==> src/rtl/rf_arb_pkg.sv <==
// Shared types for the register-file write arbiter: register index, buffered
// long-latency result entry and grant source.
package rf_arb_pkg;

    localparam int DATA_W    = 32;
    localparam int REG_IDX_W = 5;

    typedef logic [REG_IDX_W-1:0] reg_idx_t;

    typedef struct packed {
        reg_idx_t            rd;
        logic [DATA_W-1:0]   data;
    } ll_entry_t;

    typedef enum logic [1:0] {
        GNT_NONE,
        GNT_WB,
        GNT_LL
    } gnt_src_e;

endpackage

==> src/rtl/rf_write_arbiter_if.sv <==
// Decode/writeback/long-latency/register-file signal bundle for rf_write_arbiter.
// Bypass outputs exist only when RFARB_BYPASS_EN is defined.
interface rf_write_arbiter_if #(
    parameter int XLEN = 32
);
    import rf_arb_pkg::*;

    logic             issue_valid;
    reg_idx_t         issue_rd;
    reg_idx_t         dec_rs1;
    reg_idx_t         dec_rs2;
    logic             hazard;
    logic             wb_valid;
    reg_idx_t         wb_rd;
    logic [XLEN-1:0]  wb_data;
    logic             wb_ready;
    logic             ll_valid;
    reg_idx_t         ll_rd;
    logic [XLEN-1:0]  ll_data;
    logic             ll_ready;
    logic             rf_we;
    reg_idx_t         rf_rd;
    logic [XLEN-1:0]  rf_din;
`ifdef RFARB_BYPASS_EN
    logic             byp1_hit;
    logic             byp2_hit;
    logic [XLEN-1:0]  byp1_data;
    logic [XLEN-1:0]  byp2_data;
`endif

    modport master (
        output issue_valid, issue_rd, dec_rs1, dec_rs2,
               wb_valid, wb_rd, wb_data, ll_valid, ll_rd, ll_data,
        input  hazard, wb_ready, ll_ready, rf_we, rf_rd, rf_din
`ifdef RFARB_BYPASS_EN
        , input byp1_hit, byp2_hit, byp1_data, byp2_data
`endif
    );

    modport slave (
        input  issue_valid, issue_rd, dec_rs1, dec_rs2,
               wb_valid, wb_rd, wb_data, ll_valid, ll_rd, ll_data,
        output hazard, wb_ready, ll_ready, rf_we, rf_rd, rf_din
`ifdef RFARB_BYPASS_EN
        , output byp1_hit, byp2_hit, byp1_data, byp2_data
`endif
    );

endinterface

==> src/rtl/rf_arb_fifo.sv <==
// Power-of-two circular buffer of long-latency results. With RFARB_BYPASS_EN it
// also exposes every entry in age order (index 0 = oldest) for forwarding.
module rf_arb_fifo
    import rf_arb_pkg::*;
#(
    parameter int DEPTH = 2
) (
    input  logic       clk,
    input  logic       reset,
    input  logic       push_i,
    input  ll_entry_t  entry_i,
    input  logic       pop_i,
    output logic       full_o,
    output logic       empty_o,
    output ll_entry_t  head_o
`ifdef RFARB_BYPASS_EN
    ,
    output ll_entry_t [DEPTH-1:0] entries_o,
    output logic      [DEPTH-1:0] valid_o
`endif
);
    localparam int PTR_W = (DEPTH > 1) ? $clog2(DEPTH) : 1;

    ll_entry_t [DEPTH-1:0] mem_q;
    logic [PTR_W-1:0]      wr_ptr_q;
    logic [PTR_W-1:0]      rd_ptr_q;
    logic [PTR_W:0]        count_q;
    logic                  push_ok;
    logic                  pop_ok;

    assign full_o  = (count_q == (PTR_W+1)'(DEPTH));
    assign empty_o = (count_q == '0);
    assign push_ok = push_i && !full_o;
    assign pop_ok  = pop_i && !empty_o;
    assign head_o  = mem_q[rd_ptr_q];

    // Pointers wrap for free because DEPTH is a power of two.
    always_ff @(posedge clk) begin
        if (reset) begin
            wr_ptr_q <= '0;
            rd_ptr_q <= '0;
            count_q  <= '0;
        end else begin
            if (push_ok) begin
                mem_q[wr_ptr_q] <= entry_i;
                wr_ptr_q        <= wr_ptr_q + 1'b1;
            end
            if (pop_ok) begin
                rd_ptr_q <= rd_ptr_q + 1'b1;
            end
            if (push_ok && !pop_ok) begin
                count_q <= count_q + 1'b1;
            end else if (!push_ok && pop_ok) begin
                count_q <= count_q - 1'b1;
            end
        end
    end

`ifdef RFARB_BYPASS_EN
    always_comb begin
        for (int i = 0; i < DEPTH; i++) begin
            entries_o[i] = mem_q[rd_ptr_q + PTR_W'(i)];
            valid_o[i]   = ((PTR_W+1)'(i) < count_q);
        end
    end
`endif

endmodule

==> src/rtl/rf_write_arbiter.sv <==
// Single register-file write port shared by pipeline writeback (priority) and a
// buffered long-latency unit, with pending scoreboard; RFARB_BYPASS_EN adds forwarding.
module rf_write_arbiter
    import rf_arb_pkg::*;
#(
    parameter int XLEN         = DATA_W,
    parameter int NREG         = 32,
    parameter int FIFO_DEPTH   = 2,
    parameter int STARVE_LIMIT = 4
) (
    input  logic               clk,
    input  logic               reset,
    rf_write_arbiter_if.slave  bus
);
    localparam int SCNT_W = $clog2(STARVE_LIMIT + 1);

    logic [NREG-1:0]    pending_q, pending_d;
    logic [SCNT_W-1:0]  starve_cnt_q, starve_cnt_d;
    logic               stall_q, stall_d;
    gnt_src_e           gnt;
    logic               fifo_full, fifo_empty, fifo_push, fifo_pop;
    logic               head_blocked;
    ll_entry_t          fifo_head, ll_in;
    reg_idx_t           rf_rd;
    logic [XLEN-1:0]    rf_din;
    logic               rs1_pend, rs2_pend;
`ifdef RFARB_BYPASS_EN
    ll_entry_t [FIFO_DEPTH-1:0] fifo_entries;
    logic      [FIFO_DEPTH-1:0] fifo_valid;
`endif

    assign ll_in     = '{rd: bus.ll_rd, data: bus.ll_data};
    assign fifo_push = bus.ll_valid && !fifo_full;
    assign fifo_pop  = (gnt == GNT_LL);

    rf_arb_fifo #(.DEPTH(FIFO_DEPTH)) u_fifo (
        .clk       (clk),
        .reset     (reset),
        .push_i    (fifo_push),
        .entry_i   (ll_in),
        .pop_i     (fifo_pop),
        .full_o    (fifo_full),
        .empty_o   (fifo_empty),
        .head_o    (fifo_head)
`ifdef RFARB_BYPASS_EN
        ,
        .entries_o (fifo_entries),
        .valid_o   (fifo_valid)
`endif
    );

    always_comb begin
        gnt = GNT_NONE;
        if (stall_q) begin
            if (!fifo_empty) gnt = GNT_LL;
        end else if (bus.wb_valid) begin
            gnt = GNT_WB;
        end else if (!fifo_empty) begin
            gnt = GNT_LL;
        end
    end

    always_comb begin
        rf_rd  = '0;
        rf_din = '0;
        unique case (gnt)
            GNT_WB: begin
                rf_rd  = bus.wb_rd;
                rf_din = bus.wb_data;
            end
            GNT_LL: begin
                rf_rd  = fifo_head.rd;
                rf_din = fifo_head.data;
            end
            default: ;
        endcase
    end

    // x0 is never written; reset also masks any write decided from stale state.
    assign bus.rf_we    = (gnt != GNT_NONE) && (rf_rd != '0) && !reset;
    assign bus.rf_rd    = rf_rd;
    assign bus.rf_din   = rf_din;
    assign bus.wb_ready = !stall_q;
    assign bus.ll_ready = !fifo_full;

    always_comb begin
        rs1_pend = pending_q[bus.dec_rs1];
        rs2_pend = pending_q[bus.dec_rs2];
`ifdef RFARB_BYPASS_EN
        bus.byp1_hit  = 1'b0;
        bus.byp2_hit  = 1'b0;
        bus.byp1_data = '0;
        bus.byp2_data = '0;
        // Later (younger) matches override earlier ones.
        for (int i = 0; i < FIFO_DEPTH; i++) begin
            if (fifo_valid[i] && bus.dec_rs1 != '0 && fifo_entries[i].rd == bus.dec_rs1) begin
                bus.byp1_hit  = 1'b1;
                bus.byp1_data = fifo_entries[i].data;
            end
            if (fifo_valid[i] && bus.dec_rs2 != '0 && fifo_entries[i].rd == bus.dec_rs2) begin
                bus.byp2_hit  = 1'b1;
                bus.byp2_data = fifo_entries[i].data;
            end
        end
        if (bus.byp1_hit) rs1_pend = 1'b0;
        if (bus.byp2_hit) rs2_pend = 1'b0;
`endif
        bus.hazard = rs1_pend | rs2_pend | (bus.issue_valid & pending_q[bus.issue_rd]);
    end

    always_comb begin
        pending_d = pending_q;
        if (fifo_pop) pending_d[fifo_head.rd] = 1'b0;
        if (bus.issue_valid && bus.issue_rd != '0) pending_d[bus.issue_rd] = 1'b1;
        pending_d[0] = 1'b0;
    end

    assign head_blocked = bus.wb_valid && !stall_q && !fifo_empty;

    always_comb begin
        starve_cnt_d = '0;
        stall_d      = 1'b0;
        if (fifo_full && head_blocked) begin
            if (starve_cnt_q == SCNT_W'(STARVE_LIMIT - 1)) begin
                stall_d = 1'b1;
            end else begin
                starve_cnt_d = starve_cnt_q + 1'b1;
            end
        end
    end

    always_ff @(posedge clk) begin
        if (reset) begin
            pending_q    <= '0;
            starve_cnt_q <= '0;
            stall_q      <= 1'b0;
        end else begin
            pending_q    <= pending_d;
            starve_cnt_q <= starve_cnt_d;
            stall_q      <= stall_d;
        end
    end

endmodule

==> src/flat_wrapper.sv <==
// flat-port wrapper written by rule: the top's interface ports become plain ports
module rf_write_arbiter_flat import rf_arb_pkg::*;
#(
    parameter int XLEN         = DATA_W,
    parameter int NREG         = 32,
    parameter int FIFO_DEPTH   = 2,
    parameter int STARVE_LIMIT = 4
)
  (clk, reset, bus_issue_valid, bus_issue_rd, bus_dec_rs1, bus_dec_rs2, bus_wb_valid, bus_wb_rd, bus_wb_data, bus_ll_valid, bus_ll_rd, bus_ll_data, bus_hazard, bus_wb_ready, bus_ll_ready, bus_rf_we, bus_rf_rd, bus_rf_din);
  rf_write_arbiter_if #(.XLEN(XLEN)) bus_i ();
  input  logic clk;
  input  logic reset;
  input wire logic [$bits(bus_i.issue_valid)-1:0] bus_issue_valid;
  input wire logic [$bits(bus_i.issue_rd)-1:0] bus_issue_rd;
  input wire logic [$bits(bus_i.dec_rs1)-1:0] bus_dec_rs1;
  input wire logic [$bits(bus_i.dec_rs2)-1:0] bus_dec_rs2;
  input wire logic [$bits(bus_i.wb_valid)-1:0] bus_wb_valid;
  input wire logic [$bits(bus_i.wb_rd)-1:0] bus_wb_rd;
  input wire logic [$bits(bus_i.wb_data)-1:0] bus_wb_data;
  input wire logic [$bits(bus_i.ll_valid)-1:0] bus_ll_valid;
  input wire logic [$bits(bus_i.ll_rd)-1:0] bus_ll_rd;
  input wire logic [$bits(bus_i.ll_data)-1:0] bus_ll_data;
  output wire logic [$bits(bus_i.hazard)-1:0] bus_hazard;
  output wire logic [$bits(bus_i.wb_ready)-1:0] bus_wb_ready;
  output wire logic [$bits(bus_i.ll_ready)-1:0] bus_ll_ready;
  output wire logic [$bits(bus_i.rf_we)-1:0] bus_rf_we;
  output wire logic [$bits(bus_i.rf_rd)-1:0] bus_rf_rd;
  output wire logic [$bits(bus_i.rf_din)-1:0] bus_rf_din;
  assign bus_i.issue_valid = bus_issue_valid;
  assign bus_i.issue_rd = bus_issue_rd;
  assign bus_i.dec_rs1 = bus_dec_rs1;
  assign bus_i.dec_rs2 = bus_dec_rs2;
  assign bus_i.wb_valid = bus_wb_valid;
  assign bus_i.wb_rd = bus_wb_rd;
  assign bus_i.wb_data = bus_wb_data;
  assign bus_i.ll_valid = bus_ll_valid;
  assign bus_i.ll_rd = bus_ll_rd;
  assign bus_i.ll_data = bus_ll_data;
  assign bus_hazard = bus_i.hazard;
  assign bus_wb_ready = bus_i.wb_ready;
  assign bus_ll_ready = bus_i.ll_ready;
  assign bus_rf_we = bus_i.rf_we;
  assign bus_rf_rd = bus_i.rf_rd;
  assign bus_rf_din = bus_i.rf_din;
  rf_write_arbiter #(.XLEN(XLEN), .NREG(NREG), .FIFO_DEPTH(FIFO_DEPTH), .STARVE_LIMIT(STARVE_LIMIT)) u_core (.clk(clk), .reset(reset), .bus(bus_i));
endmodule
==> config.mk <==
export PLATFORM = sky130hd
export DESIGN_NAME = rf_write_arbiter_flat
export DESIGN_NICKNAME = d
export VERILOG_FILES = /design/src/rtl/rf_arb_pkg.sv /design/src/rtl/rf_write_arbiter_if.sv /design/src/rtl/rf_arb_fifo.sv /design/src/rtl/rf_write_arbiter.sv /design/src/flat_wrapper.sv
export SDC_FILE = /design/constraint.sdc
export NUM_CORES = 1
export LEC_CHECK = 0
export BUFFER_PORTS_ARGS = -buffer_cell sky130_fd_sc_hd__buf_2
export CAP_MARGIN = 5
export CELL_PAD_IN_SITES_DETAIL_PLACEMENT = 1
export CELL_PAD_IN_SITES_GLOBAL_PLACEMENT = 1
export CORE_ASPECT_RATIO = 1.75
export CORE_UTILIZATION = 42
export DETAILED_ROUTE_END_ITERATION = 8
export HOLD_SLACK_MARGIN = 0.1
export PLACE_DENSITY = 0.78
export SLEW_MARGIN = 20
export SYNTH_ARGS = -nofsm -noshare
export SYNTH_HDL_FRONTEND = slang
export SYNTH_HIERARCHICAL = 1
export SYNTH_SLANG_ARGS = --single-unit
==> constraint.sdc <==
create_clock -name clk -period 5.8 [get_ports clk]
set_clock_uncertainty 0.15 [all_clocks]
set_input_delay 0.29 -clock clk [delete_from_list [all_inputs] [get_ports clk]]
set_output_delay 0.29 -clock clk [all_outputs]
set_load 0.005 [all_outputs]
== After elaboration in Yosys (flattened, before gate mapping) ==
Index checks and enable logic that the tools add are counted.
Operators by class
  multiplexer cells: 25
  bitwise operators: 8
  magnitude comparators: 9
  $add $sub $neg: 5
  reduce and logical (&&, ||, !) cells: 28
  eq/ne operators: 4
Operators with widths (count)
  two-way mux 37 bit: 3
  bitwise mux 74 bit: 1
  two-way mux 32 bit: 2
  one-hot mux 32 bit (2 select lines): 1
  demux 37 bit (select 1 bit): 1
  AND 32 bit: 1
  inverter 32 bit: 1
  bitwise OR 32 bit: 1
  less-than comparator 5 x 6 -> 1 bit, second input constant: 4
  binary-select mux 1 bit (select 5 bit): 3
  logical AND 1 bit: 14
  demux 1 bit (select 5 bit): 2
  greater-or-equal comparator 5 x 1 -> 1 bit, second input constant: 2
  two-way mux 2 bit: 5
  one-hot mux 5 bit (2 select lines): 1
  nonzero test 5 bit: 2
  zero test 1 bit: 6
  two-way mux 1 bit: 6
  equality test 2 bit, second input constant: 2
  less-than comparator 1 x 2 -> 1 bit, second input constant: 2
  nonzero test 2 bit: 2
  adder 3 x 1 -> 3 bit, second input constant: 1
  equality test 3 x 2 -> 1 bit, second input constant: 1
  OR reduction 3 bit: 1
  11 further kinds: 14
Word-level totals
  output and inout bits: 41
  input port bits: 94
  word-level logic and storage cells: 90
  bits in registers: 114

== Longest topological paths before layout ==
Gate-level depths: netlist of the first run.
  word-level depth: 11
  gate-level depth with buffers: 8

== Cells and area by module ==
Netlist of the first run, hierarchy kept.
By module, submodules not included
  rf_write_arbiter: area an instance 2876.5 um^2, seq. area each 700.7 um^2, instances 1, cells each 380
  rf_arb_fifo: area an instance 2869.0 um^2, seq. area each 2302.2 um^2, instances 1, cells each 139

== Worst setup path after synthesis of the first run ==
Ideal clock, no wire load.
  path kind: flip-flop to flip-flop
  start point: register u_core.u_fifo.count_q[1]
  end point: register u_core/u_fifo/mem_q[37] in the netlist's numbering (enable)
  slack: 1.693 ns
  setup time: 0.486 ns
  path buffers: 0
  data arrival time: 3.471 ns
  stages on the path, launching flop included: 5
  cell sequence: dfxtp_1 -> nor2b_2 -> nor2b_1 -> nand2b_1 -> nor3b_1
On the way
  word-level cells in the longest chain between the ends: 5
RTL lines
  start, declared: line rf_arb_fifo.sv:27  | logic [PTR_W:0] count_q;
  start signal, assigned: line rf_arb_fifo.sv:52  | count_q <= count_q + 1'b1;
  start signal, assigned: line rf_arb_fifo.sv:54  | count_q <= count_q - 1'b1;
  equality test 2 bit: line rf_arb_fifo.sv:31  | assign full_o = (count_q == (PTR_W+1)'(DEPTH));
  via u_core.fifo_full: line rf_write_arbiter.sv:21  | logic fifo_full, fifo_empty, fifo_push, fifo_pop;
  zero test 1 bit: line rf_write_arbiter.sv:33  | assign fifo_push = bus.ll_valid && !fifo_full;
  logical AND 1 bit: line rf_write_arbiter.sv:33
  via u_core.fifo_push: line rf_write_arbiter.sv:21
  logical AND 1 bit: line rf_arb_fifo.sv:33  | assign push_ok = push_i && !full_o;
  AND reduction 2 bit (no line)
  end signal, assigned by index: line rf_arb_fifo.sv:45  | mem_q[wr_ptr_q] <= entry_i;
  end, declared: line rf_arb_fifo.sv:24  | ll_entry_t [DEPTH-1:0] mem_q;
The timed path passes the listed nets, and every way through them passes these cells.
A chain may end at the register's enable or synchronous reset.

==> run metrics, run 1 <==
Initial DRC Count=160; H-tree levels=4; Hold Vio Cnt, Final=0; PwrDens=346 mW/mm²; Ys Warns=6; Rel. slew slack=35.3%; RSZ-0062 raised after global routing=false; area leader, netlist=edfxtp_1; sequential-to-total area share from yosys stat=between 50% and 60%; die area=0.0142 mm²; Critical Path AT=2.68 ns; distinct cell type count after synthesis=46; Setup TNS=0 ns; Pre-Repair DR Iteration Count=4; initial antenna violation count=0; total wire length=18.1 mm; gr usage total=between 20% and 30%; Port Buffers=134; dpl hpwl=11.9 mm; vias in the first global route=around 5400; clock transition at the registers of the reported paths=0.05 ns; Antenna Cells=0; pre-CTS setup slack=3.08 ns; HP Class=in -> reg; status=completed; clk_lat worst skew=0.41 ns; Reg2Reg Depth=4; Final min period=3.12 ns; FF+latch count, synth=~110; grt ovf=0; die span in y=157 µm; crit start category=flop; Worst setup EP type=primary output; CTS tree=done; Core ar.=around 0.013 mm²; area share of the largest cell type after synthesis=38.7%; DRC errors left=0; Lkg Pwr=2.86 nW; CP max FO=38; Hold Path Cell Cnt=5; standard-cell row count=56; fin crit share=53.8%; Slew Viols, Final=0; Crit. Startpoint=u_core/u_fifo/rd_ptr_q$_SDFFE_PP0P_; Critical Path RT=approximately 5.4 ns; CTS buffer count=17; Routed Antenna Nets=0; # nets final=782; ranking of synthesized cells by area=edfxtp_1, dfxtp_1, mux2_2; Longest Clk Path Bufs=2; DIE WIDTH=90.4 µm; DR vias/cell=5.63; Worst Max-Slew Pin Slew=0.970 ns; routability cong.=approximately 0.9; Area Growth Syn to Fin=30.1%; layout cells sized above 1=33.5%; critical path class=reg -> out; root buffer cell=clkbuf_16; Setup violations, final=0; Vias=4911; HP Start=bus_ll_valid; Mapped Nets=616; synthesized area per cell=11.1 µm²; first-pass GRT wire length=around 28 mm; starting density of the core=42.9%; Fmax=approximately 320 MHz; post-synthesis instance total=519; Worst R2R Start=u_core/u_fifo/rd_ptr_q$_SDFFE_PP0P_; max cap viols=0; synthesized cell area=0.00575 mm²; IO Count=approximately 140; Max VDD drop=0.272 mV; wire length per cell=20.7 µm; final worst slack=2.68 ns; clock sink total=roughly 110; largest net degree at the start of global routing=79; Final Core Density=55.9%; Post-CTS Setup Bufs=0
[state kept, by name (all words and copies together), names as in the netlist]
register / cells
u_core/pending_q: 31
u_core/starve_cnt_q: 3
u_core/stall_q: 1
u_core/u_fifo/count_q: 2
u_core/u_fifo/rd_ptr_q: 1
u_core/u_fifo/mem_q: 74
u_core/u_fifo/wr_ptr_q: 1
[synthesized netlist by cell type (all sizes together)]
cell type,number
a211oi,1
a21oi,35
a221oi,1
a22o,1
a22oi,2
a311o,1
a311oi,1
a32o,1
a32oi,1
and2,1
and3,1
and3b,1
and4,2
buf,14
clkbuf,17
dfxtp,39
edfxtp,74
ha,3
inv,8
mux2,41
mux2i,14
mux4,17
nand2,73
nand2b,40
nand3,3
nand3b,6
nand4b,1
nor2,19
nor2b,6
nor3,5
nor3b,2
o2111ai,1
o211ai,1
o21ai,72
o22ai,1
o311a,1
o31ai,2
or3,4
or3b,2
or4,1
xor2,3
[worst paths after layout]
path / end / slack [ns]
hold / removal: u_core/u_fifo/wr_ptr_q$_SDFFE_PP0P_ / 0.21
setup reg to reg: u_core/pending_q[24]$_SDFF_PP0_ / 3.05
setup / recovery: bus_rf_we / 2.68
hold reg to reg: u_core/starve_cnt_q[0]$_SDFF_PP0_ / 0.28
[placed cells by master, fill, tap and decap left out, types with 12 or more instances in the layout]
cell	n
mux2i_1	14
a21oi_1	35
mux2_2	41
o21ai_0	72
edfxtp_1	74
mux4_2	12
buf_2	134
nand2_1	73
nor2_1	18
nand2b_1	40
dlygate4sd3_1	37
dfxtp_1	38
clkbuf_16	17
[repair_timing]
item	in CTS	in global routing
hold buffers	37	0
endpoints found under the hold margin	74	0
setup endpoints to repair	0	0
resized for setup	0	0
[critical path: stages (launching register included)]
cell and delay (ns):
dfxtp_2 0.96, mux2_2 0.41, nand2b_1 0.09, o21ai_0 0.20
nor3_1 0.09, a211oi_1 0.33, buf_2 0.18
[cell type report]
cell class | instances | area, µm²
inverters | 8 | 30.0
well taps | 174 | 218
fillers | 1429 | 5910
repair buffers | 178 | 1090
clock inverters | 15 | 124
multi-input cells | 367 | 2580
flip-flops and latches | 113 | 3000
clock buffers | 17 | 425
[power breakdown]
group          switching (mW)  internal, mW  total [mW]
Combinational           0.349         0.297       0.646
Clock                   0.402         0.555       0.957
Sequential             0.0539         0.933       0.987
[logic make-up after synthesis]
kind of cell | count (synthesis) | synth area share, %
xor gates and xnor gates | 3 | 0.457
muxes | 72 | 17.5
and+or+nand+nor | 167 | 14.5
DFF | 113 | 52.3
buffers and inverters | 39 | 3.16
AOI/OAI and AO/OA | 122 | 11.5
adders and majority gates | 3 | 0.653
[metal layers]
metal / routed length, µm / part of all wire [%] / vias to the layer above / GRT usage (%)
met3: 714 / 3.9 / 53 / 4.96
met1: 6190 / 34 / 2440 / 24.4
met5: 0 / 0 / - / 0
met2: 10500 / 58 / 177 / 52.7
met4: 695 / 3.8 / 0 / 13.6
li1: - / - / 2241 / -
[through the flow]
step                hold WS (ns)  area, µm²  instances  power [mW]
global route               0.251       7480        872        2.69
floorplan                  0.209       5750        519        1.38
detailed placement         0.267       6560        803        1.61
finish                     0.214       7480        872        2.59
global placement           0.257       6560        803        1.58
CTS                        0.200       7480        872        2.59
Note: power is estimated with default switching activity, not from simulation.
==> inputs of run 2 (changes only) <==
clock period = 2.97 ns   (was 5.8 ns; I/O delays follow)
==> run metrics, run 2 (synthesized netlist as in run 1, its figures left out) <==
Final min period=2.53 ns; Port Buffers=about 130; RSZ-0062 raised after global routing=false; Hold Path Sink=u_core/pending_q[23]$_SDFF_PP0_; fillers=1414; grt ovf=0; wire length per cell=21.6 µm; clock transition at the registers of the reported paths=0.06 ns; fin crit share=between 80% and 90%; Pre-Repair DR Iteration Count=4; Fmax=a little under 400 MHz; biggest regs=u_core/u_fifo/mem_q: 74 flops, u_core/pending_q: 31 flops, u_core/starve_cnt_q: 3 flops; slowest CP cell=mux4_2; HP Start=bus_issue_rd[4]; DRC errors left=0; DR vias/cell=5.59; Rel. slew slack=a little under half; critical path class=reg -> out; Cell Area, Placed=0.00660 mm²; largest stage delay on the critical path=0.46 ns; HP Class=in -> reg; Worst Max-Slew Pin Slew=0.782 ns; Lkg Pwr=2.96 nW; R2R setup slack=0.76 ns; clk_lat worst skew=0.43 ns; reg2reg end=u_core/u_fifo/count_q[1]$_SDFFE_PP0P_; Vias=4910; initial antenna violation count=0; Setup TNS=0 ns; status=completed; max reg flops=74; die span in y=157 µm; Initial DRC Count=138; total wire length=roughly 19 mm; Worst R2R Start=u_core/u_fifo/count_q[1]$_SDFFE_PP0P_; Reg2Reg Depth=8; commonest non-fill, non-tap cells in the layout=buf_2, edfxtp_1, nand2_1; Setup violations, final=0; Routed Antenna Nets=0; CTS buffer count=17; vias in the first global route=5550; crit start category=flop; CTS resizes=0; first-pass GRT wire length=29.5 mm; routability cong.=0.872; Critical Path AT=around 2.2 ns; CP cell instances=mux4_2 -> a32o_1 -> o31ai_1 -> o311a_1 -> o2111ai_1 -> buf_2; standard-cell row count=56; Core ar.=0.0134 mm²; DIE WIDTH=90.4 µm; IO Count=~140; Multi-input gate area=0.00259 mm²; CTS tree=done; fin area=0.00766 mm²; commonest non-fill, non-tap cell in the layout=buf_2; PwrDens=720 mW/mm²; Max VDD drop=around 0.55 mV; max cap viols=0; H-tree levels=4; Biggest register=u_core/u_fifo/mem_q; Antenna Cells=0; CP max FO=4; Min Hold Slack=approximately 0.16 ns; Critical Path RT=2.67 ns; clock sink total=approximately 110; layout cells sized above 1=33.5%; starting density of the core=a little over two fifths; Hold Path Cell Cnt=5; Area Growth Syn to Fin=33.3%; Worst setup EP type=primary output; Hold Vio Cnt, Final=0; FF+latch area=0.00300 mm²; largest net degree at the start of global routing=70; gr usage total=27.9%; dpl hpwl=11.8 mm; # nets final=788; die area=0.0142 mm²; root buffer cell=clkbuf_16; Longest Clk Path Bufs=2; Slew Viols, Final=0
[run 2: cell types whose count changed in the layout (fill, tap and decap cells not counted)]
cell           change
dlygate4sd3_1      +4
inv_6              -3
clkinv_4           -1
buf_12             +1
bufinv_16          +5
nor3b_2            -1
nor3_4             +1
nor3_2             -1
nor3b_4            +1
clkinvlp_4         -2
clkinv_2           +1
buf_4              +1
[run 2: cell type report]
class,count,share of cell area (%)
timing repair buffer,184,15.2
multi-input combinational,367,33.9
clock inverter,15,2.99
clock buffer,17,5.55
sequential,113,39.2
tap,174,2.84
inverter,8,0.392
[run 2: layer usage]
metal | global-route usage (%) | share of wire, % | vias to the layer above
li1 | - | - | 2247
met1 | 26.2 | 34 | 2409
met2 | 54.7 | 57 | 188
met3 | 5.10 | 3.8 | 66
met4 | 17.4 | 4.7 | 0
met5 | 0 | 0 | -
[run 2: what timing repair did]
item                      4_1_cts  5_1_grt
hold endpoints to repair       83        0
buffers inserted                0        0
hold buffers                   41        0
[run 2: critical path: cells and delay by family (launching register included)]
kind	cells	cell delay, ns
DFF	1	0.35
muxes	1	0.46
AOI/OAI and AO/OA	4	0.85
buffers and inverters	1	0.15
[run 2: worst max path at each step]
stage | cells past startpoint | from | end
after CTS | 6 | u_core/pending_q[12]$_SDFF_PP0_ | bus_hazard
after detailed placement | 7 | bus_dec_rs2[1] | bus_hazard
after global placement | 7 | bus_dec_rs2[0] | bus_hazard
after floorplan | 4 | u_core/u_fifo/count_q[1]$_SDFFE_PP0P_ | u_core/u_fifo/mem_q[37]$_DFFE_PP_
after global routing | 7 | u_core/u_fifo/count_q[0]$_SDFFE_PP0P_ | bus_rf_we
final | 6 | u_core/pending_q[12]$_SDFF_PP0_ | bus_hazard
[run 2: stage by stage]
stage                     util (%)  worst slack (ns)  power, mW  instances
after floorplan                  -             0.152       2.69        519
after global placement        49.3             0.825       3.10        805
after detailed placement      49.3             0.826       3.15        805
after CTS                     57.2             0.505       5.50        878
after global routing          57.2             0.372       5.72        878
final                         57.2             0.435       5.51        878
[run 2: where the power goes]
| group | internal [mW] | leakage (nW) | switching, mW | total, mW |
|---|---|---|---|---|
| Sequential | 1.82 | 0.992 | 0.0687 | 1.89 |
| Combinational | 0.592 | 1.64 | 0.744 | 1.34 |
| Clock | 1.50 | 0.319 | 0.789 | 2.29 |
| Total | 3.91 | 2.96 | 1.60 | 5.51 |
